--- src/rtl/display_pkg.sv ---
// rtl/display_pkg.sv - shared constants and FSM state type for the display scan controller
//
// Contents:
//   CODE_DASH, CODE_BLANK : decoder codes for the overflow dash and a blank digit
//   NUM_DIGITS            : number of multiplexed display digits
//   MAX_VALUE             : largest value that can be displayed without overflow
//   state_t               : sequencing FSM states (IDLE, CONVERT, UPDATE)
package display_pkg;

    localparam logic [3:0]  CODE_DASH  = 4'd10;
    localparam logic [3:0]  CODE_BLANK = 4'd11;
    localparam int          NUM_DIGITS = 4;
    localparam logic [13:0] MAX_VALUE  = 14'd9999;

    typedef enum logic [1:0] {
        IDLE,
        CONVERT,
        UPDATE
    } state_t;

endpackage

--- src/rtl/display_bcd_conv.sv ---
// rtl/display_bcd_conv.sv - sequential 14-bit binary to 4-digit BCD double-dabble converter
//
// Ports:
//   clock   in  : system clock, rising edge
//   reset   in  : synchronous active-high reset, abandons any conversion
//   start   in  : load bin_in and clear the BCD accumulator
//   bin_in  in  : 14-bit binary operand
//   bcd     out : 16-bit BCD accumulator, holds the result after the last step
//   finish  out : high during the cycle whose closing edge performs the 14th step
module display_bcd_conv (
    input  logic        clock,
    input  logic        reset,
    input  logic        start,
    input  logic [13:0] bin_in,
    output logic [15:0] bcd,
    output logic        finish
);

    logic [13:0] bin;
    logic [3:0]  step_cnt;
    logic        running;
    logic [15:0] adj;

    // Add-3 correction per nibble; a nibble >= 5 can reach at most 12, so no carry out.
    always_comb begin
        adj = bcd;
        for (int i = 0; i < 4; i++) begin
            if (bcd[4*i +: 4] >= 4'd5) begin
                adj[4*i +: 4] = bcd[4*i +: 4] + 4'd3;
            end
        end
    end

    assign finish = running && (step_cnt == 4'd13);

    always_ff @(posedge clock) begin
        if (reset) begin
            bin      <= '0;
            bcd      <= '0;
            step_cnt <= '0;
            running  <= 1'b0;
        end else if (start) begin
            bin      <= bin_in;
            bcd      <= '0;
            step_cnt <= '0;
            running  <= 1'b1;
        end else if (running) begin
            bcd      <= {adj[14:0], bin[13]};
            bin      <= {bin[12:0], 1'b0};
            step_cnt <= step_cnt + 4'd1;
            if (finish) begin
                running <= 1'b0;
            end
        end
    end

endmodule

--- src/rtl/display_scan_ctrl.sv ---
// rtl/display_scan_ctrl.sv - conversion sequencing, digit registers and digit scanner for a 4-digit display
//
// Parameters:
//   SCAN_DIV   : clock cycles each digit stays selected (>= 2)
// Ports:
//   clock      in  : system clock, rising edge
//   reset      in  : synchronous active-high reset
//   value      in  : 14-bit binary value to display
//   load       in  : request conversion of value, honoured only in IDLE
//   busy       out : high while a conversion is in progress
//   done       out : one-cycle pulse when new digits become visible
//   digit_code out : decoder code of the selected digit (0-9, 10 dash, 11 blank)
//   digit_sel  out : active-low one-cold digit select, bit 0 = units
// Build option:
//   DISPLAY_LZB_EN : when defined, leading zero digits are written as blank
module display_scan_ctrl
    import display_pkg::*;
#(
    parameter int SCAN_DIV = 50000
) (
    input  logic        clock,
    input  logic        reset,
    input  logic [13:0] value,
    input  logic        load,
    output logic        busy,
    output logic        done,
    output logic [13:0] digit_code,
    output logic [3:0]  digit_sel
);

    localparam int CW = $clog2(SCAN_DIV);
    localparam logic [CW-1:0] SCAN_LAST = CW'(SCAN_DIV - 1);

    state_t        state;
    logic          ovf;
    logic          conv_start;
    logic          conv_finish;
    logic [15:0]   bcd;
    logic [3:0]    digit_reg  [NUM_DIGITS];
    logic [3:0]    next_digit [NUM_DIGITS];
    logic [CW-1:0] scan_cnt;
    logic [1:0]    scan_idx;

    assign conv_start = (state == IDLE) && load;

    display_bcd_conv u_conv (
        .clock  (clock),
        .reset  (reset),
        .start  (conv_start),
        .bin_in (value),
        .bcd    (bcd),
        .finish (conv_finish)
    );

    // Digit values written at UPDATE: dashes on overflow, otherwise the BCD nibbles.
    always_comb begin
`ifdef DISPLAY_LZB_EN
        logic lead_zero;
        lead_zero = !ovf;
`endif
        for (int i = 0; i < NUM_DIGITS; i++) begin
            next_digit[i] = ovf ? CODE_DASH : bcd[4*i +: 4];
        end
`ifdef DISPLAY_LZB_EN
        // Walk down from the most significant digit; the units digit is never blanked.
        for (int i = NUM_DIGITS - 1; i > 0; i--) begin
            if (lead_zero && (bcd[4*i +: 4] == 4'd0)) begin
                next_digit[i] = CODE_BLANK;
            end else begin
                lead_zero = 1'b0;
            end
        end
`endif
    end

    always_ff @(posedge clock) begin
        if (reset) begin
            state <= IDLE;
            busy  <= 1'b0;
            done  <= 1'b0;
            ovf   <= 1'b0;
            for (int i = 0; i < NUM_DIGITS; i++) begin
                digit_reg[i] <= CODE_BLANK;
            end
        end else begin
            done <= 1'b0;
            case (state)
                IDLE: begin
                    if (load) begin
                        state <= CONVERT;
                        busy  <= 1'b1;
                        ovf   <= (value > MAX_VALUE);
                    end
                end
                CONVERT: begin
                    if (conv_finish) begin
                        state <= UPDATE;
                    end
                end
                UPDATE: begin
                    // All digits change on the same edge so no partial result is ever shown.
                    for (int i = 0; i < NUM_DIGITS; i++) begin
                        digit_reg[i] <= next_digit[i];
                    end
                    done  <= 1'b1;
                    busy  <= 1'b0;
                    state <= IDLE;
                end
                default: begin
                    state <= IDLE;
                end
            endcase
        end
    end

    always_ff @(posedge clock) begin
        if (reset) begin
            scan_cnt <= '0;
            scan_idx <= '0;
        end else if (scan_cnt == SCAN_LAST) begin
            scan_cnt <= '0;
            scan_idx <= scan_idx + 2'd1;
        end else begin
            scan_cnt <= scan_cnt + 1'b1;
        end
    end

    assign digit_sel  = ~(4'b0001 << scan_idx);
    assign digit_code = {10'd0, digit_reg[scan_idx]};

endmodule

--- config.mk ---
export PLATFORM = sky130hd
export DESIGN_NAME = display_scan_ctrl
export DESIGN_NICKNAME = d
export VERILOG_FILES = /design/src/rtl/display_pkg.sv /design/src/rtl/display_bcd_conv.sv /design/src/rtl/display_scan_ctrl.sv
export SDC_FILE = /design/constraint.sdc
export NUM_CORES = 1
export LEC_CHECK = 0
export CAP_MARGIN = 20
export CORE_AREA = 2 2 109 111
export CTS_CLUSTER_SIZE = 25
export DETAILED_ROUTE_END_ITERATION = 10
export DIE_AREA = 0 0 111 113
export PLACE_DENSITY = 0.6
export SYNTH_ARGS = -nofsm -noshare
export SYNTH_HDL_FRONTEND = slang
export SYNTH_HIERARCHICAL = 1
export SYNTH_SLANG_ARGS = --single-unit
--- constraint.sdc ---
create_clock -name clock -period 1.9 [get_ports clock]
set_input_delay 0.19 -clock clock [delete_from_list [all_inputs] [get_ports clock]]
set_output_delay 0.19 -clock clock [all_outputs]
set_load 0.01 [all_outputs]
# Yosys cells after proc, flatten, opt, wreduce, memory -nomap -nowiden
# Memory sizes are Yosys's and may differ from the RTL's. A register that Yosys moved wholly into a read port is not among the register bits.
# Cells that the tools add are included.
totals:
  regBits: 58
  ramBits: 16
  output_inout_bits: 20
  elab_cells: 74
  memories: 1
op_classes:
  addsub: 7
  magnitude_cmp: 5
  eq_ne: 6
  shift: 1
  n_mux: 29
  n_bitwise: 5
  n_reduce_logical: 10
memory_table:
  columns: ["memory", "depth", "word_bits", "rd", "rd_ports_with_merged_regs", "write_ports", "line", "text"]
  rows:
  - ["digit_reg", 4, 4, 1, 1, 4, "display_scan_ctrl.sv:39", "logic [3:0] digit_reg [NUM_DIGITS];"]
ops:
  columns: ["cell", "n"]
  rows:
  - ["4-bit two-way mux", 11]
  - ["14-bit two-way mux", 2]
  - ["16-bit by 1-bit adder with 16-bit output (second input constant)", 1]
  - ["16-bit equality test (second input constant)", 1]
  - ["4-bit by 3-bit greater-or-equal comparator with 1-bit output (second input constant)", 4]
  - ["14-bit greater-than comparator (second input constant)", 1]
  - ["4-bit by 2-bit adder with 4-bit output (second input constant)", 3]
  - ["1-bit two-way mux", 9]
  - ["2-bit two-way mux", 4]
  - ["2-bit AND reduction", 3]
  - ["4-bit by 1-bit adder with 4-bit output (second input constant)", 1]
  - ["4-bit equality test (second input constant)", 1]
  - ["2-bit inequality test (second input constant)", 2]
  - ["4-bit NOT", 1]
  - ["1-bit OR", 4]
  - ["2-bit one-hot mux with 2 select lines", 1]
  - ["2-bit nonzero test", 2]
  - ["2-bit OR reduction", 2]
  - ["1-bit by 2-bit << shifter with 4-bit output (first input constant)", 1]
  - ["3-bit by 2-bit adder with 3-bit output (second input constant)", 1]
  - ["3-bit two-way mux", 1]
  - ["2-bit by 1-bit adder with 2-bit output (second input constant)", 1]
  - ["2-bit by 1-bit equality test with 1-bit output (second input constant)", 1]
  - ["2-bit equality test (second input constant)", 1]
  - ["3 further kinds", 4]

# Logic depth before layout (Yosys ltp)
logic_depth:
  word_depth: 5
  ltp_mapped: 7

# Hierarchy
# Netlist, hierarchy kept.
modules_own_cells:
  columns: ["mod", "instances", "cells_per_inst", "area_per_inst_um2", "seq_area_each_um2"]
  rows:
  - ["display_scan_ctrl", 1, 174, 1933.1, 980.9]
  - ["display_bcd_conv", 1, 215, 1931.9, 700.7]

# Least setup slack after synthesis
# Ideal clock, no wire load.
synth_timing:
  path_type: "reg-to-reg"
  startpoint: "register state[1]"
  endpoint: "register u_conv.bcd[14]"
  arrival_time_ps: 1389
  required_time_ps: 1827
  path_slack_ps: 438
  stages_incl_launch_ff: 8
  n_path_buf: 3
  synth_period_minus_slack_ps: 1462
  path_cell_list: "dfxtp_1 > nor3b_1 > buf_6 > or2_1 > buf_6 > buf_6 > a2111o_1 > o211ai_2"
synth_via:
  elab_chain_len: 3
synth_lines:
  columns: ["element", "line", "text"]
  rows:
  - ["start: declaration", "display_scan_ctrl.sv:34", "state_t state;"]
  - ["start signal: assignment", "display_scan_ctrl.sv:78", "state <= IDLE;"]
  - ["start signal: assignment", "display_scan_ctrl.sv:90", "state <= CONVERT;"]
  - ["start signal: assignment", "display_scan_ctrl.sv:97", "state <= UPDATE;"]
  - ["2-bit logical NOT", "display_scan_ctrl.sv:44", "assign conv_start = (state == IDLE) && load;"]
  - ["1-bit logical AND", "display_scan_ctrl.sv:44", null]
  - ["named net conv_start", "display_scan_ctrl.sv:36", "logic conv_start;"]
  - ["2-bit OR reduction (no line)", null, null]
  - ["end signal: assignment", "display_bcd_conv.sv:48", "bcd <= {adj[14:0], bin[13]};"]
  - ["end: declaration", "display_bcd_conv.sv:15", "output logic [15:0] bcd,"]
# The timed path passes the listed nets, and every way through them passes these cells.
# A chain may end at the register's enable or synchronous reset.

# Worst setup path after layout
layout_timing:
  startpoint: "register scan_idx[0]"
  endpoint: "output port digit_sel[2]"
layout_via:
  elab_chain_len: 2
layout_lines:
  columns: ["element", "line", "text"]
  rows:
  - ["start: declaration", "display_scan_ctrl.sv:42", "logic [1:0] scan_idx;"]
  - ["start signal: assignment", "display_scan_ctrl.sv:122", "scan_idx <= scan_idx + 2'd1;"]
  - ["1-bit by 2-bit << shifter with 4-bit output", "display_scan_ctrl.sv:128", "assign digit_sel = ~(4'b0001 << scan_idx);"]
  - ["4-bit NOT", "display_scan_ctrl.sv:128", null]
  - ["end: declaration", "display_scan_ctrl.sv:28", "output logic [3:0] digit_sel"]
# Every way passes these cells.

==> summary.md <==
| Metric | Value |
|---|---|
| Flop pwr share | `0.455` |
| Starting Density | `0.343` |
| Cells after Synth | `389` |
| Worst Skew | `0.00391 ns` |
| Clock sink count | `76` |
| DRC errors left | `0` |
| Final hold viol count | `0` |
| Most frequent cells in the layout | `58 x dfxtp_1, 44 x nor2_1, 24 x inv_1, 22 x clkdlybuf4s50_1, 18 x nand2_1` |
| Gate power share | `0.077` |
| Global route overflow | `0` |
| Core area | `11300 um^2` |
| Register-to-register setup slack | `0.31 ns` |
| Worst-Skew Late Latency | `0.32 ns` |
| # diodes | `0` |
| Worst Tran Pin Value | `0.857 ns` |
| PD cells | `831 nW/um^2` |
| RSZ-0062 raised after global routing | `false` |
| 1st-iter DRT viols | `155` |
| Placed inst area | `4260 um^2` |
| Via count | `2733` |
| Global-route wire length before repair | `12200 um` |
| Row count | `39` |
| Total die area | `12500 um^2` |
| Gpl congestion | `0.748` |
| Mean Syn Cell Area | `9.94 um^2` |
| Vias in the first global route | `2594` |
| Final Util | `0.407` |
| Max-Cap Viols | `0` |
| Total number of yosys warnings | `6` |
| Clock Tree Root | `clkbuf_16` |
| P_leak | `1.63 nW` |
| Seq/Total Area, Yosys | `0.435` |
| Int Pwr | `2.97 mW` |
| TritonCTS clock tree | `yes` |
| Largest net degree at the start of global routing | `47` |
| Ys async rst share | `0` |
| Synthesis-stage register bit count | `76` |
| DR WL/cell | `12.3 um` |
| Main synth FF type | `dfxtp_1` |
| Fin cells | `566` |
| Crit Path Category | `register to output pin` |
| Worst setup EP type | `output pin` |
| Synth cell types | `50` |
| H-tree levels | `3` |
| Data arrival time of the worst path | `1.54 ns` |
| Inserted Clock Buffers | `9` |
| Critical Path RT | `1.71 ns` |
| Design Area, Final | `4580 um^2` |
| Sw Ratio | `0.220` |
| NetSw | `0.840 mW` |
| HP Class | `register to register` |
| CP top delay family | `buffers and inverters` |
| FMAX | `0.576 GHz` |
| Fin crit share | `0.913` |
| Peak supply drop | `542 uV` |
| Initial antenna violation count | `0` |
| Die W | `111 um` |
| Worst setup margin | `0.165 ns` |
| Startpoint types | `register` |
| Hold slack | `0.467 ns` |
| Netlist Area Pre-Place | `3860 um^2` |
| CP max FO | `3` |
| Final WL | `6980 um` |
| CP max stage cell | `clkdlybuf4s50_1` |
| Status | `completed` |
| Critical path's most frequent cell | `inv_1` |
| Placed insts | `550` |
| DP HPWL | `5160 um` |
| Max-slew violation total from the final report | `0` |
| Worst Path Buf+Inv | `3` |
| Cts hold-fix bufs | `0` |
| Initial DRT Pass Iterations | `4` |
| Nets@finish | `450` |
| Headroom to the max-slew limit | `0.427` |
| Post-synth EDFFs | `16` |
| CP max stage delay | `0.52 ns` |
| Min Tclk post-route | `1.73 ns` |
| Port bufs | `26` |
| Number of setup violations in the final report | `0` |
| All-Layer GR Usage | `0.118` |
| Post-route antenna net violation count | `0` |
| Clock Power Share | `0.468` |
| Die height | `113 um` |
| Top Ports | `37` |
| Crit-path cells | `inv_1 > ha_1 > inv_1 > clkdlybuf4s50_1` |
| Area grow syn2layout | `18.6%` |
| Vias/cell | `4.83` |
| Worst slack, placed | `-0.0653 ns` |
| Clk slew on worst S/H paths | `0.06 ns` |
| Share of layout cells above drive strength 1 | `0.144` |
| Commonest non-fill, non-tap cell in the layout | `dfxtp_1` |
| Clock Path Buffers | `2` |
-- worst reg2reg max path, delay by kind of cell (launching register included) --
family / cells / cell delay, ns
compound gates: 2 / 0.38
simple gates: 2 / 0.75
flops: 1 / 0.39
-- metrics by stage --
step	setup TNS, ns	total power [mW]
final	0	3.81
after global routing	0	3.96
after CTS	0	3.84
after detailed placement	-0.421	2.07
after global placement	-0.0925	2.06
after floorplan	0	1.99
-- per-layer routing --
metal | vias up | share of wire | track usage
li1 | 1410 | - | -
met1 | 1264 | 0.49 | 0.152
met2 | 53 | 0.46 | 0.191
met3 | 6 | 0.040 | 0.0241
met4 | 0 | 0.012 | 0.0533
met5 | - | 0 | 0
-- worst paths after layout --
check | cells after the start | from | to
setup reg to reg | 4 | state[1] | u_conv/bcd[4]
hold / removal | 1 | scan_cnt[0] | scan_cnt[0]
hold reg to reg | 1 | scan_cnt[0] | scan_cnt[0]
setup / recovery | 4 | scan_idx[0] | digit_sel[2]
-- cell usage after synthesis (3+ instances only) --
cell type / count / area, um^2
a2111o_1: 6 / 67.6
or3b_2: 3 / 26.3
nand3b_1: 4 / 30.0
and2_1: 6 / 37.5
o21ai_0: 15 / 75.1
o211ai_1: 5 / 37.5
dfxtp_1: 60 / 1200
ha_1: 15 / 188
buf_4: 10 / 75.1
clkbuf_1: 5 / 18.8
a21oi_1: 12 / 60.1
mux2i_1: 15 / 150
nand2b_1: 16 / 100
buf_6: 4 / 45.0
nor3_1: 4 / 20.0
mux4_2: 4 / 90.1
edfxtp_1: 16 / 480
and4_1: 3 / 26.3
inv_1: 24 / 90.1
mux2_2: 13 / 146
buf_2: 9 / 45.0
xor2_1: 9 / 78.8
a31oi_1: 5 / 31.3
nor2_1: 44 / 165
nand3_1: 12 / 60.1
or3_1: 4 / 25.0
nand4_1: 7 / 43.8
nand2_1: 18 / 67.6
xnor2_1: 9 / 78.8
-- cell type report --
| cell class | instances | area [um^2] |
|---|---|---|
| Clock buffer | 12 | 268 |
| Clock inverter | 4 | 53.8 |
| Fill cell | 1090 | 6690 |
| Inverter | 24 | 90.1 |
| Multi-Input combinational cell | 270 | 1950 |
| Sequential cell | 76 | 1690 |
| Tap cell | 143 | 179 |
| Timing Repair Buffer | 37 | 358 |
-- cell families after synthesis --
| family | synth area share |
|---|---|
| buf+inv | 0.0709 |
| fa+ha+maj | 0.0486 |
| flops | 0.435 |
| compound gates | 0.0861 |
| simple gates | 0.218 |
| xor+xnor | 0.0408 |
| other cells | 0.000970 |
| mux | 0.100 |
-- power groups by stage --
stage                     combinational (mW)  clock, mW  sequential [mW]
after floorplan                        0.234          0             1.75
after detailed placement               0.296          0             1.77
after CTS                              0.297       1.81             1.73
final                                  0.294       1.78             1.73
after global routing                   0.329       1.89             1.74
after global placement                 0.289          0             1.77
-- what timing repair did --
action                     in CTS  in global routing
resized for setup               4                  2
buffers inserted                0                  0
hold endpoints to repair        0                  0
setup endpoints to repair       4                  2
Power figures use the tool's default switching activity.
